[src/rtl/serial_mag_comp_if.sv]
// Operand, result and slice-handshake bundle for the serial magnitude comparator.
// The slave side is the sequencer; the master side is whoever issues compares and hosts the slice.
interface serial_mag_comp_if #(
    parameter int WIDTH = 8
);
    logic             start;
    logic [WIDTH-1:0] a;
    logic [WIDTH-1:0] b;
    logic             busy;
    logic             done;
    logic             x;
    logic             y;
    logic             z;
    logic             err;
    logic             bit_a;
    logic             bit_b;
    logic             slice_gt;
    logic             slice_lt;
    logic             slice_eq;

    modport slave (
        input  start, a, b, slice_gt, slice_lt, slice_eq,
        output busy, done, x, y, z, err, bit_a, bit_b
    );

    modport master (
        output start, a, b, slice_gt, slice_lt, slice_eq,
        input  busy, done, x, y, z, err, bit_a, bit_b
    );
endinterface

[src/rtl/serial_mag_comp_ctrl.sv]
// Walks two latched WIDTH-bit operands MSB-first through one shared 1-bit comparator slice
// and reports gt/lt/eq as x/y/z, with err flagging a slice that answered with a non-one-hot code.
module serial_mag_comp_ctrl #(
    parameter int WIDTH      = 8,
    parameter bit EARLY_EXIT = 1'b1
) (
    input  logic             clk,
    input  logic             rst_n,
    serial_mag_comp_if.slave cmp
);

    localparam int IW = $clog2(WIDTH);
    localparam logic [IW-1:0] IDX_MAX  = IW'(WIDTH - 1);
    localparam logic [IW-1:0] IDX_ONE  = IW'(1);
    localparam logic [IW-1:0] IDX_ZERO = IW'(0);

    localparam logic [1:0] S_IDLE = 2'd0;
    localparam logic [1:0] S_RUN  = 2'd1;
    localparam logic [1:0] S_DONE = 2'd2;

    function automatic logic slice_code_ok(input logic gt, input logic lt, input logic eq);
        return (gt & ~lt & ~eq) | (~gt & lt & ~eq) | (~gt & ~lt & eq);
    endfunction

    logic [1:0]       r_state;
    logic [IW-1:0]    r_idx;
    logic [WIDTH-1:0] r_ra;
    logic [WIDTH-1:0] r_rb;
    logic             r_fgt;
    logic             r_flt;
    logic             r_busy;
    logic             r_done;
    logic             r_x;
    logic             r_y;
    logic             r_z;
    logic             r_err;
    logic             r_bit_a;
    logic             r_bit_b;

    logic [1:0]       w_state_nx;
    logic [IW-1:0]    w_idx_nx;
    logic [WIDTH-1:0] w_ra_nx;
    logic [WIDTH-1:0] w_rb_nx;
    logic             w_fgt_nx;
    logic             w_flt_nx;
    logic             w_busy_nx;
    logic             w_done_nx;
    logic             w_x_nx;
    logic             w_y_nx;
    logic             w_z_nx;
    logic             w_err_nx;
    logic             w_bit_a_nx;
    logic             w_bit_b_nx;

    logic             w_ok;
    logic             w_vgt;
    logic             w_vlt;

    // The first recorded mismatch wins; the current bit only decides when nothing was recorded yet.
    assign w_ok  = slice_code_ok(cmp.slice_gt, cmp.slice_lt, cmp.slice_eq);
    assign w_vgt = r_fgt | (~r_flt & cmp.slice_gt);
    assign w_vlt = r_flt | (~r_fgt & cmp.slice_lt);

    // Next-state and next-output computation for the IDLE/RUN/DONE sequencer.
    always_comb begin
        w_state_nx = r_state;
        w_idx_nx   = r_idx;
        w_ra_nx    = r_ra;
        w_rb_nx    = r_rb;
        w_fgt_nx   = r_fgt;
        w_flt_nx   = r_flt;
        w_x_nx     = r_x;
        w_y_nx     = r_y;
        w_z_nx     = r_z;
        w_err_nx   = r_err;
        w_busy_nx  = 1'b0;
        w_done_nx  = 1'b0;
        w_bit_a_nx = 1'b0;
        w_bit_b_nx = 1'b0;
        case (r_state)
            S_IDLE: begin
                if (cmp.start) begin
                    w_ra_nx    = cmp.a;
                    w_rb_nx    = cmp.b;
                    w_idx_nx   = IDX_MAX;
                    w_fgt_nx   = 1'b0;
                    w_flt_nx   = 1'b0;
                    w_err_nx   = 1'b0;
                    w_busy_nx  = 1'b1;
                    w_bit_a_nx = cmp.a[WIDTH-1];
                    w_bit_b_nx = cmp.b[WIDTH-1];
                    w_state_nx = S_RUN;
                end else begin
                    w_state_nx = S_IDLE;
                end
            end
            S_RUN: begin
                if (!w_ok) begin
                    w_err_nx   = 1'b1;
                    w_x_nx     = 1'b0;
                    w_y_nx     = 1'b0;
                    w_z_nx     = 1'b0;
                    w_done_nx  = 1'b1;
                    w_state_nx = S_DONE;
                end else if ((EARLY_EXIT == 1'b1) && !cmp.slice_eq) begin
                    w_x_nx     = cmp.slice_gt;
                    w_y_nx     = cmp.slice_lt;
                    w_z_nx     = 1'b0;
                    w_done_nx  = 1'b1;
                    w_state_nx = S_DONE;
                end else if (r_idx == IDX_ZERO) begin
                    w_x_nx     = w_vgt;
                    w_y_nx     = w_vlt;
                    w_z_nx     = ~(w_vgt | w_vlt);
                    w_done_nx  = 1'b1;
                    w_state_nx = S_DONE;
                end else begin
                    if (!cmp.slice_eq && !r_fgt && !r_flt) begin
                        w_fgt_nx = cmp.slice_gt;
                        w_flt_nx = cmp.slice_lt;
                    end else begin
                        w_fgt_nx = r_fgt;
                        w_flt_nx = r_flt;
                    end
                    w_idx_nx   = r_idx - IDX_ONE;
                    w_busy_nx  = 1'b1;
                    w_bit_a_nx = r_ra[r_idx - IDX_ONE];
                    w_bit_b_nx = r_rb[r_idx - IDX_ONE];
                    w_state_nx = S_RUN;
                end
            end
            S_DONE: begin
                w_state_nx = S_IDLE;
            end
            default: begin
                w_state_nx = S_IDLE;
            end
        endcase
    end

    // State and output registers; reset discards any compare in flight.
    always_ff @(posedge clk or negedge rst_n) begin
        if (!rst_n) begin
            r_state <= S_IDLE;
            r_idx   <= IDX_MAX;
            r_ra    <= {WIDTH{1'b0}};
            r_rb    <= {WIDTH{1'b0}};
            r_fgt   <= 1'b0;
            r_flt   <= 1'b0;
            r_busy  <= 1'b0;
            r_done  <= 1'b0;
            r_x     <= 1'b0;
            r_y     <= 1'b0;
            r_z     <= 1'b0;
            r_err   <= 1'b0;
            r_bit_a <= 1'b0;
            r_bit_b <= 1'b0;
        end else begin
            r_state <= w_state_nx;
            r_idx   <= w_idx_nx;
            r_ra    <= w_ra_nx;
            r_rb    <= w_rb_nx;
            r_fgt   <= w_fgt_nx;
            r_flt   <= w_flt_nx;
            r_busy  <= w_busy_nx;
            r_done  <= w_done_nx;
            r_x     <= w_x_nx;
            r_y     <= w_y_nx;
            r_z     <= w_z_nx;
            r_err   <= w_err_nx;
            r_bit_a <= w_bit_a_nx;
            r_bit_b <= w_bit_b_nx;
        end
    end

    assign cmp.busy  = r_busy;
    assign cmp.done  = r_done;
    assign cmp.x     = r_x;
    assign cmp.y     = r_y;
    assign cmp.z     = r_z;
    assign cmp.err   = r_err;
    assign cmp.bit_a = r_bit_a;
    assign cmp.bit_b = r_bit_b;

endmodule

[src/flat_wrapper.sv]
// flat-port wrapper written by rule: the top's interface ports become plain ports
module serial_mag_comp_ctrl_flat 
#(
    parameter int WIDTH      = 8,
    parameter bit EARLY_EXIT = 1'b1
)
  (clk, rst_n, cmp_start, cmp_a, cmp_b, cmp_slice_gt, cmp_slice_lt, cmp_slice_eq, cmp_busy, cmp_done, cmp_x, cmp_y, cmp_z, cmp_err, cmp_bit_a, cmp_bit_b);
  serial_mag_comp_if #(.WIDTH(WIDTH)) cmp_i ();
  input  logic clk;
  input  logic rst_n;
  input wire logic [$bits(cmp_i.start)-1:0] cmp_start;
  input wire logic [$bits(cmp_i.a)-1:0] cmp_a;
  input wire logic [$bits(cmp_i.b)-1:0] cmp_b;
  input wire logic [$bits(cmp_i.slice_gt)-1:0] cmp_slice_gt;
  input wire logic [$bits(cmp_i.slice_lt)-1:0] cmp_slice_lt;
  input wire logic [$bits(cmp_i.slice_eq)-1:0] cmp_slice_eq;
  output wire logic [$bits(cmp_i.busy)-1:0] cmp_busy;
  output wire logic [$bits(cmp_i.done)-1:0] cmp_done;
  output wire logic [$bits(cmp_i.x)-1:0] cmp_x;
  output wire logic [$bits(cmp_i.y)-1:0] cmp_y;
  output wire logic [$bits(cmp_i.z)-1:0] cmp_z;
  output wire logic [$bits(cmp_i.err)-1:0] cmp_err;
  output wire logic [$bits(cmp_i.bit_a)-1:0] cmp_bit_a;
  output wire logic [$bits(cmp_i.bit_b)-1:0] cmp_bit_b;
  assign cmp_i.start = cmp_start;
  assign cmp_i.a = cmp_a;
  assign cmp_i.b = cmp_b;
  assign cmp_i.slice_gt = cmp_slice_gt;
  assign cmp_i.slice_lt = cmp_slice_lt;
  assign cmp_i.slice_eq = cmp_slice_eq;
  assign cmp_busy = cmp_i.busy;
  assign cmp_done = cmp_i.done;
  assign cmp_x = cmp_i.x;
  assign cmp_y = cmp_i.y;
  assign cmp_z = cmp_i.z;
  assign cmp_err = cmp_i.err;
  assign cmp_bit_a = cmp_i.bit_a;
  assign cmp_bit_b = cmp_i.bit_b;
  serial_mag_comp_ctrl #(.WIDTH(WIDTH), .EARLY_EXIT(EARLY_EXIT)) u_core (.clk(clk), .rst_n(rst_n), .cmp(cmp_i));
endmodule
[config.mk]
export PLATFORM = sky130hd
export DESIGN_NAME = serial_mag_comp_ctrl_flat
export DESIGN_NICKNAME = d
export VERILOG_FILES = /design/src/rtl/serial_mag_comp_if.sv /design/src/rtl/serial_mag_comp_ctrl.sv /design/src/flat_wrapper.sv
export SDC_FILE = /design/constraint.sdc
export NUM_CORES = 1
export LEC_CHECK = 0
export BUFFER_PORTS_ARGS = -buffer_cell sky130_fd_sc_hd__buf_2
export CAP_MARGIN = 10
export CORE_MARGIN = 2
export CORE_UTILIZATION = 55
export CTS_CLUSTER_DIAMETER = 60
export DETAILED_ROUTE_END_ITERATION = 10
export GPL_TIMING_DRIVEN = 1
export PLACE_DENSITY = 0.81
export SYNTH_ARGS = -nofsm -noshare
export SYNTH_HDL_FRONTEND = slang
export SYNTH_SLANG_ARGS = --single-unit
[constraint.sdc]
create_clock -name clk -period 6.2 [get_ports clk]
set_input_delay 1.24 -clock clk [delete_from_list [all_inputs] [get_ports clk]]
set_output_delay 1.24 -clock clk [all_outputs]
set_load 0.05 [all_outputs]
== After elaboration in Yosys (flattened, before gate mapping) ==
Cells that the tools add are included.
Storage, ports and cells
  bits in registers: 31
  latch bits: 0
  bits in writable memories: 0
  memory bits (read-only): 0
  input bits: 22
  output and inout bits: 8
  word-level logic and storage cells: 111
  memories: 0
Cells by class
  $add $sub $neg: 1
  multipliers: 0
  div/mod/pow operators: 0
  $lt $le $gt $ge: 1
  eq/ne operators: 8
  shift operators: 0
  muxes and demuxes: 55
  bitwise operators: 19
  reductions and logical operators: 13
Operator list (number)
  2-to-1 mux 1 bit: 38
  2-to-1 mux 3 bit: 4
  one-hot mux 1 bit (2 select lines): 6
  bitwise AND 1 bit: 8
  != test 2 bit (second input constant): 4
  binary-select mux 1 bit (select 3 bit): 2
  2-to-1 mux 2 bit: 3
  NOT 1 bit: 6
  one-hot mux 3 bit (2 select lines): 1
  AND reduction 6 bit: 1
  OR 1 bit: 5
  AND reduction 5 bit: 1
  < comparator 3 x 4 -> 1 bit (second input constant): 1
  != test 2 x 1 -> 1 bit (second input constant): 2
  one-hot mux 2 bit (2 select lines): 1
  AND reduction 2 bit: 2
  logical NOT 1 bit: 3
  logical NOT 3 bit: 1
  != test 3 bit (second input constant): 1
  AND reduction 3 bit: 1
  subtractor 3 x 1 -> 3 bit (second input constant): 1
  equality test 2 x 1 -> 1 bit (second input constant): 1
  logical AND 1 bit: 2
  logical NOT 2 bit: 1
  nonzero test 2 bit: 1

== Depth between registers and ports, before layout ==
  word-level depth: 8
  mapped depth: 7
  depth with buffers taken out: 6

== Worst setup path before layout ==
OpenSTA, ideal clock, no wires.
  kind: input to register
  from: in cmp_slice_lt
  to: reg u_core.r_bit_a (netlist: u_core.cmp.bit_a)
  arrival time: 2.408 ns
  path slack: 3.725 ns
  stages: 5
  path through: or3b_4 or3_1 buf_2 a31oi_1 a32o_2
On the way
  word-level cells in the longest chain between the ends: 7
  elaborated cells between the ends (all ways): 11
  those cells by class: mux: 2; bitwise: 9
Ends and longest elaborated chain
  from (decl): line flat_wrapper.sv:15  | input wire logic [$bits(cmp_i.slice_lt)-1:0] cmp_slice_lt;
  NOT 1 bit: line serial_mag_comp_ctrl.sv:22  | return (gt & ~lt & ~eq) | (~gt & lt & ~eq) | (~gt & ~lt & eq);
  bitwise AND 1 bit (2 in series): line serial_mag_comp_ctrl.sv:22
  OR 1 bit: line serial_mag_comp_ctrl.sv:22
  OR 1 bit (*): line serial_mag_comp_ctrl.sv:22
  2-to-1 mux 1 bit (*): line serial_mag_comp_ctrl.sv:98  | if (!w_ok) begin
  one-hot mux 1 bit (2 select lines) (*): line serial_mag_comp_ctrl.sv:80  | case (r_state)
  named net u_core.w_bit_a_nx: line serial_mag_comp_ctrl.sv:52  | logic w_bit_a_nx;
  to (signal assigned): line serial_mag_comp_ctrl.sv:171  | r_bit_a <= w_bit_a_nx;
  to (decl): line serial_mag_comp_ctrl.sv:37  | logic r_bit_a;
The timed path passes the listed nets; every way through them passes the cells marked *.
A chain may end at the register's enable or synchronous reset.

== Worst setup path in the final report ==
  from: in cmp_slice_eq
  to: reg u_core.r_bit_b (netlist: u_core.cmp.bit_b)
On the way
  word-level cells in the longest chain between the ends: 6
  elaborated cells between the ends (all ways): 9
  those cells by class: mux: 3; bitwise: 6
Ends and longest elaborated chain
  from (decl): line flat_wrapper.sv:16  | input wire logic [$bits(cmp_i.slice_eq)-1:0] cmp_slice_eq;
  NOT 1 bit: line serial_mag_comp_ctrl.sv:22
  bitwise AND 1 bit: line serial_mag_comp_ctrl.sv:22
  OR 1 bit (2 in series): line serial_mag_comp_ctrl.sv:22
  2-to-1 mux 1 bit (*): line serial_mag_comp_ctrl.sv:98
  one-hot mux 1 bit (2 select lines) (*): line serial_mag_comp_ctrl.sv:80
  named net u_core.w_bit_b_nx: line serial_mag_comp_ctrl.sv:53  | logic w_bit_b_nx;
  to (signal assigned): line serial_mag_comp_ctrl.sv:172  | r_bit_b <= w_bit_b_nx;
  to (decl): line serial_mag_comp_ctrl.sv:38  | logic r_bit_b;
Marks and branches as above.

==> key figures <==
Worst setup path
  • Worst R2R Setup Slack: 3.99 ns
  • CP max stage cell: or3_1
  • Crit path largest cell delay: 0.45 ns
  • Required @ worst endpoint: ~6.5 ns
  • Startpoint class of the critical path: input pin
  • R2R Path Start: u_core.r_idx[0]$_DFFE_PN1P_
  • Worst path arrival time: between 2 and 3 ns
  • Reg2reg end: u_core.cmp.bit_b$_DFF_PN0_
  • Reg2Reg Depth: 6
  • WS Path Type: input pin to register
  • CP max FO: 7
  • Worst-path cell chain: buf_2 > or3b_4 > or3_1 > a21oi_1 > a32o_1
  • Setup crit end kind: register

Hold path
  • Hold Crit Class: register to register
  • Hold Crit Start: u_core.cmp.err$_DFFE_PN0P_
  • Worst Hold Endpoint: u_core.cmp.err$_DFFE_PN0P_
  • Hold Crit Depth: 1

Routing
  • Drt pass-1 iters: 4
  • Drt drc: 0
  • Drt total wl: 2450 um
  • Vias: 940
  • Iter 0 DRT Violations: 13
  • Antenna Nets Post-Route: 0
  • Vias per Instance: 5.40
  • DR WL/cell: 14.1 um

Timing
  • RSZ-0062 raised after global routing: false
  • Fmax: approximately 0.42 GHz
  • Fin crit period: 2.37 ns
  • Fin. Hold Viols: 0
  • Worst-margin pin slew: ~0.86 ns
  • Worst Clk Skew: approximately 0.0046 ns
  • Fin. max-slew vios: 0
  • Fin Setup TNS: 0 ns
  • Tcrit/Tclk final: 38.3%
  • Relative slew slack: between 40% and 50%
  • # setup viols final: 0
  • Min setup slack post-route: 3.83 ns

Global routing
  • First-pass GRT wire length: around 4000 um
  • Vias in the first global route: 926
  • Initial antenna violation count: 0
  • Remaining global-route overflow: 0
  • Largest net degree at the start of global routing: 31
  • Tot GR Track Use: 20.4%

Logic synthesis
  • Post-synth EDFFs: 0
  • Post-synthesis mux area share: 22.7%
  • Syn nets: 135
  • Synth cell count leaders: 27 x dfrtp_1, 20 x mux2_2, 9 x mux2i_1, 8 x nor2_1, 5 x nand2_1
  • Synth Instances: 111
  • Post-synth design cell area: around 1400 sq um
  • Seq/Total Area, Yosys: between 50% and 60%
  • Synth Area in Adders: 1.80%
  • Post-Synth Simple-Gate Area: 9.56%
  • Area contributors post-synth: dfrtp_1 49%, mux2_2 16%, mux2i_1 6.5%
  • Main synth FF type: dfrtp_1
  • Xor and xnor area share after synthesis: ~1.8%
  • YS warnings: 0
  • Largest family of logic cells by synthesized area: multiplexers
  • Post-synth top area share: between 40% and 50%
  • Count leader, synth: dfrtp_1
  • Post-synthesis async set-or-reset flop share: 100%
  • Post-synth cell types: 30
  • Synth Area in Compound Gates: 7.75%
  • Post-synth top area cell: dfrtp_1
  • Syn Area/Cell: about 13 sq um
  • #FFs+latches synth: 30

CTS
  • CTS tree: built
  • H-tree levels: 2
  • CTS max path bufs: 2
  • Post-CTS Resized: 0
  • Setup bufs post-CTS: 0
  • CTS buffer count: 5
  • Clk_lat worst skew: 0.33 ns
  • Hold-fix buffers at CTS: 0
  • Clock transition at path regs: 0.08 ns
  • CTS sink cnt: 30
  • Root buffer selected by CTS: clkbuf_4

Power
  • NetSw: 175 uW
  • Clock power share: between 20% and 30%
  • Flop pwr share: 50.5%
  • Internal Pwr Total: 355 uW
  • Comb pwr share: 29.5%
  • Lkg Pwr: 0.819 nW
  • Power Dens Cells: between 300 and 400 nW/um^2
  • Switch share: 33.0%
  • VDD IR max: 0.197 mV

Die
  • Core box area: 2430 sq um
  • Starting density of the core: a little under three fifths
  • Die H: 54.2 um
  • Boundary Pins: 30
  • Die W: approximately 54 um
  • Row count: 18
  • Die area: 2940 sq um

Cells and area
  • Antenna fix cells: 0
  • # nets final: 167
  • Fill count: between 200 and 250
  • Layout cells sized above 1: around two fifths
  • Area grow syn2layout: 15.5%
  • Design Area, Final: 1600 sq um

Placed design
  • Placed cell areas: 1550 sq um
  • IO Port Bufs: 29
  • Post-DP HPWL: 1800 um
  • Pre-CTS setup slack: 3.51 ns
  • Placer's final routability congestion estimate: 0.716

Job
  • Max-cap violation count: 0

Run status
  • Status: completed
==> sequential cells by signal (all words and copies together) (netlist names) <==
name and flops:
u_core.cmp.bit_a 1, u_core.cmp.bit_b 1, u_core.cmp.busy 1, u_core.cmp.done 1, u_core.cmp.err 1, u_core.cmp.x 1, u_core.cmp.y 1, u_core.cmp.z 1
u_core.r_fgt 1, u_core.r_flt 1, u_core.r_idx 3, u_core.r_ra 8, u_core.r_rb 8, u_core.r_state 1
==> metrics by stage <==
step | power [mW] | utilization (%) | hold slack, ns | instances
2_1_floorplan | 0.387 | - | 0.478 | 111
3_3_place_gp | 0.421 | 63.9 | 0.470 | 166
3_5_place_dp | 0.429 | 63.9 | 0.469 | 166
4_1_cts | 0.537 | 65.9 | 0.493 | 174
5_1_grt | 0.563 | 65.9 | 0.506 | 174
6_report | 0.530 | 65.9 | 0.493 | 174
==> critical path, delay by kind of cell <==
kind | cells | cell delay [ns]
simple gates | 2 | 0.87
compound gates | 2 | 0.38
buf+inv | 1 | 0.14
==> kinds of logic (layout without fill, tap and decap cells) <==
group / count (synthesis) / after routing
adder cells (fa/ha/maj): 2 / 2
buffers and inverters: 7 / 40
multiplexers: 29 / 29
AND/OR/NAND/NOR: 26 / 26
flip-flops: 30 / 30
XOR/XNOR: 2 / 2
AO/OA/AOI/OAI: 15 / 15
==> power by group through the flow <==
| stage | Clock, mW | Sequential [mW] | Combinational (mW) |
|---|---|---|---|
| final | 0.106 | 0.268 | 0.156 |
| after global routing | 0.119 | 0.275 | 0.170 |
| after CTS | 0.110 | 0.268 | 0.158 |
| after detailed placement | 0 | 0.272 | 0.158 |
| after global placement | 0 | 0.269 | 0.152 |
| after floorplan | 0 | 0.304 | 0.0825 |
==> area by class of cell <==
type / instances / area (sq um) / area share (%)
inverter: 3 / 11.3 / 0.703
tap: 30 / 37.5 / 2.34
timing repair buffer: 29 / 145 / 9.06
sequential: 30 / 754 / 47.1
multi-input combinational: 74 / 606 / 37.8
clock buffer: 8 / 48.8 / 3.04
==> metal layers <==
layer | track usage [%] | share of wire (%) | vias to the layer above
met4 | 10.0 | 2.0 | 0
met5 | 0 | 0 | -
met2 | 33.9 | 50 | 22
li1 | - | - | 455
met1 | 22.6 | 42 | 456
met3 | 8.20 | 5.7 | 7
==> placed cells by master (no fill, tap or decap), types with 3 or more instances in the layout <==
| cell type | count |
|---|---|
| mux2_2 | 20 |
| dfstp_2 | 3 |
| and2_1 | 3 |
| dfrtp_1 | 27 |
| clkbuf_1 | 3 |
| nand2_1 | 5 |
| nor2_1 | 8 |
| inv_1 | 3 |
| mux2i_1 | 9 |
| o21ai_0 | 3 |
| buf_2 | 29 |
| clkbuf_4 | 5 |
==> worst max-delay path by stage <==
| stage | from | end | slack, ns | cells after the start |
|---|---|---|---|---|
| after floorplan | cmp_slice_lt | u_core.cmp.bit_a$_DFF_PN0_ | 3.72 | 5 |
| after global placement | cmp_slice_eq | u_core.cmp.bit_a$_DFF_PN0_ | 3.56 | 5 |
| after detailed placement | cmp_slice_eq | u_core.cmp.bit_a$_DFF_PN0_ | 3.51 | 5 |
| after CTS | cmp_slice_eq | u_core.cmp.bit_b$_DFF_PN0_ | 3.85 | 5 |
| after global routing | cmp_slice_eq | u_core.cmp.bit_a$_DFF_PN0_ | 3.79 | 5 |
| final | cmp_slice_eq | u_core.cmp.bit_b$_DFF_PN0_ | 3.83 | 5 |
Power figures use the tool's default switching activity.
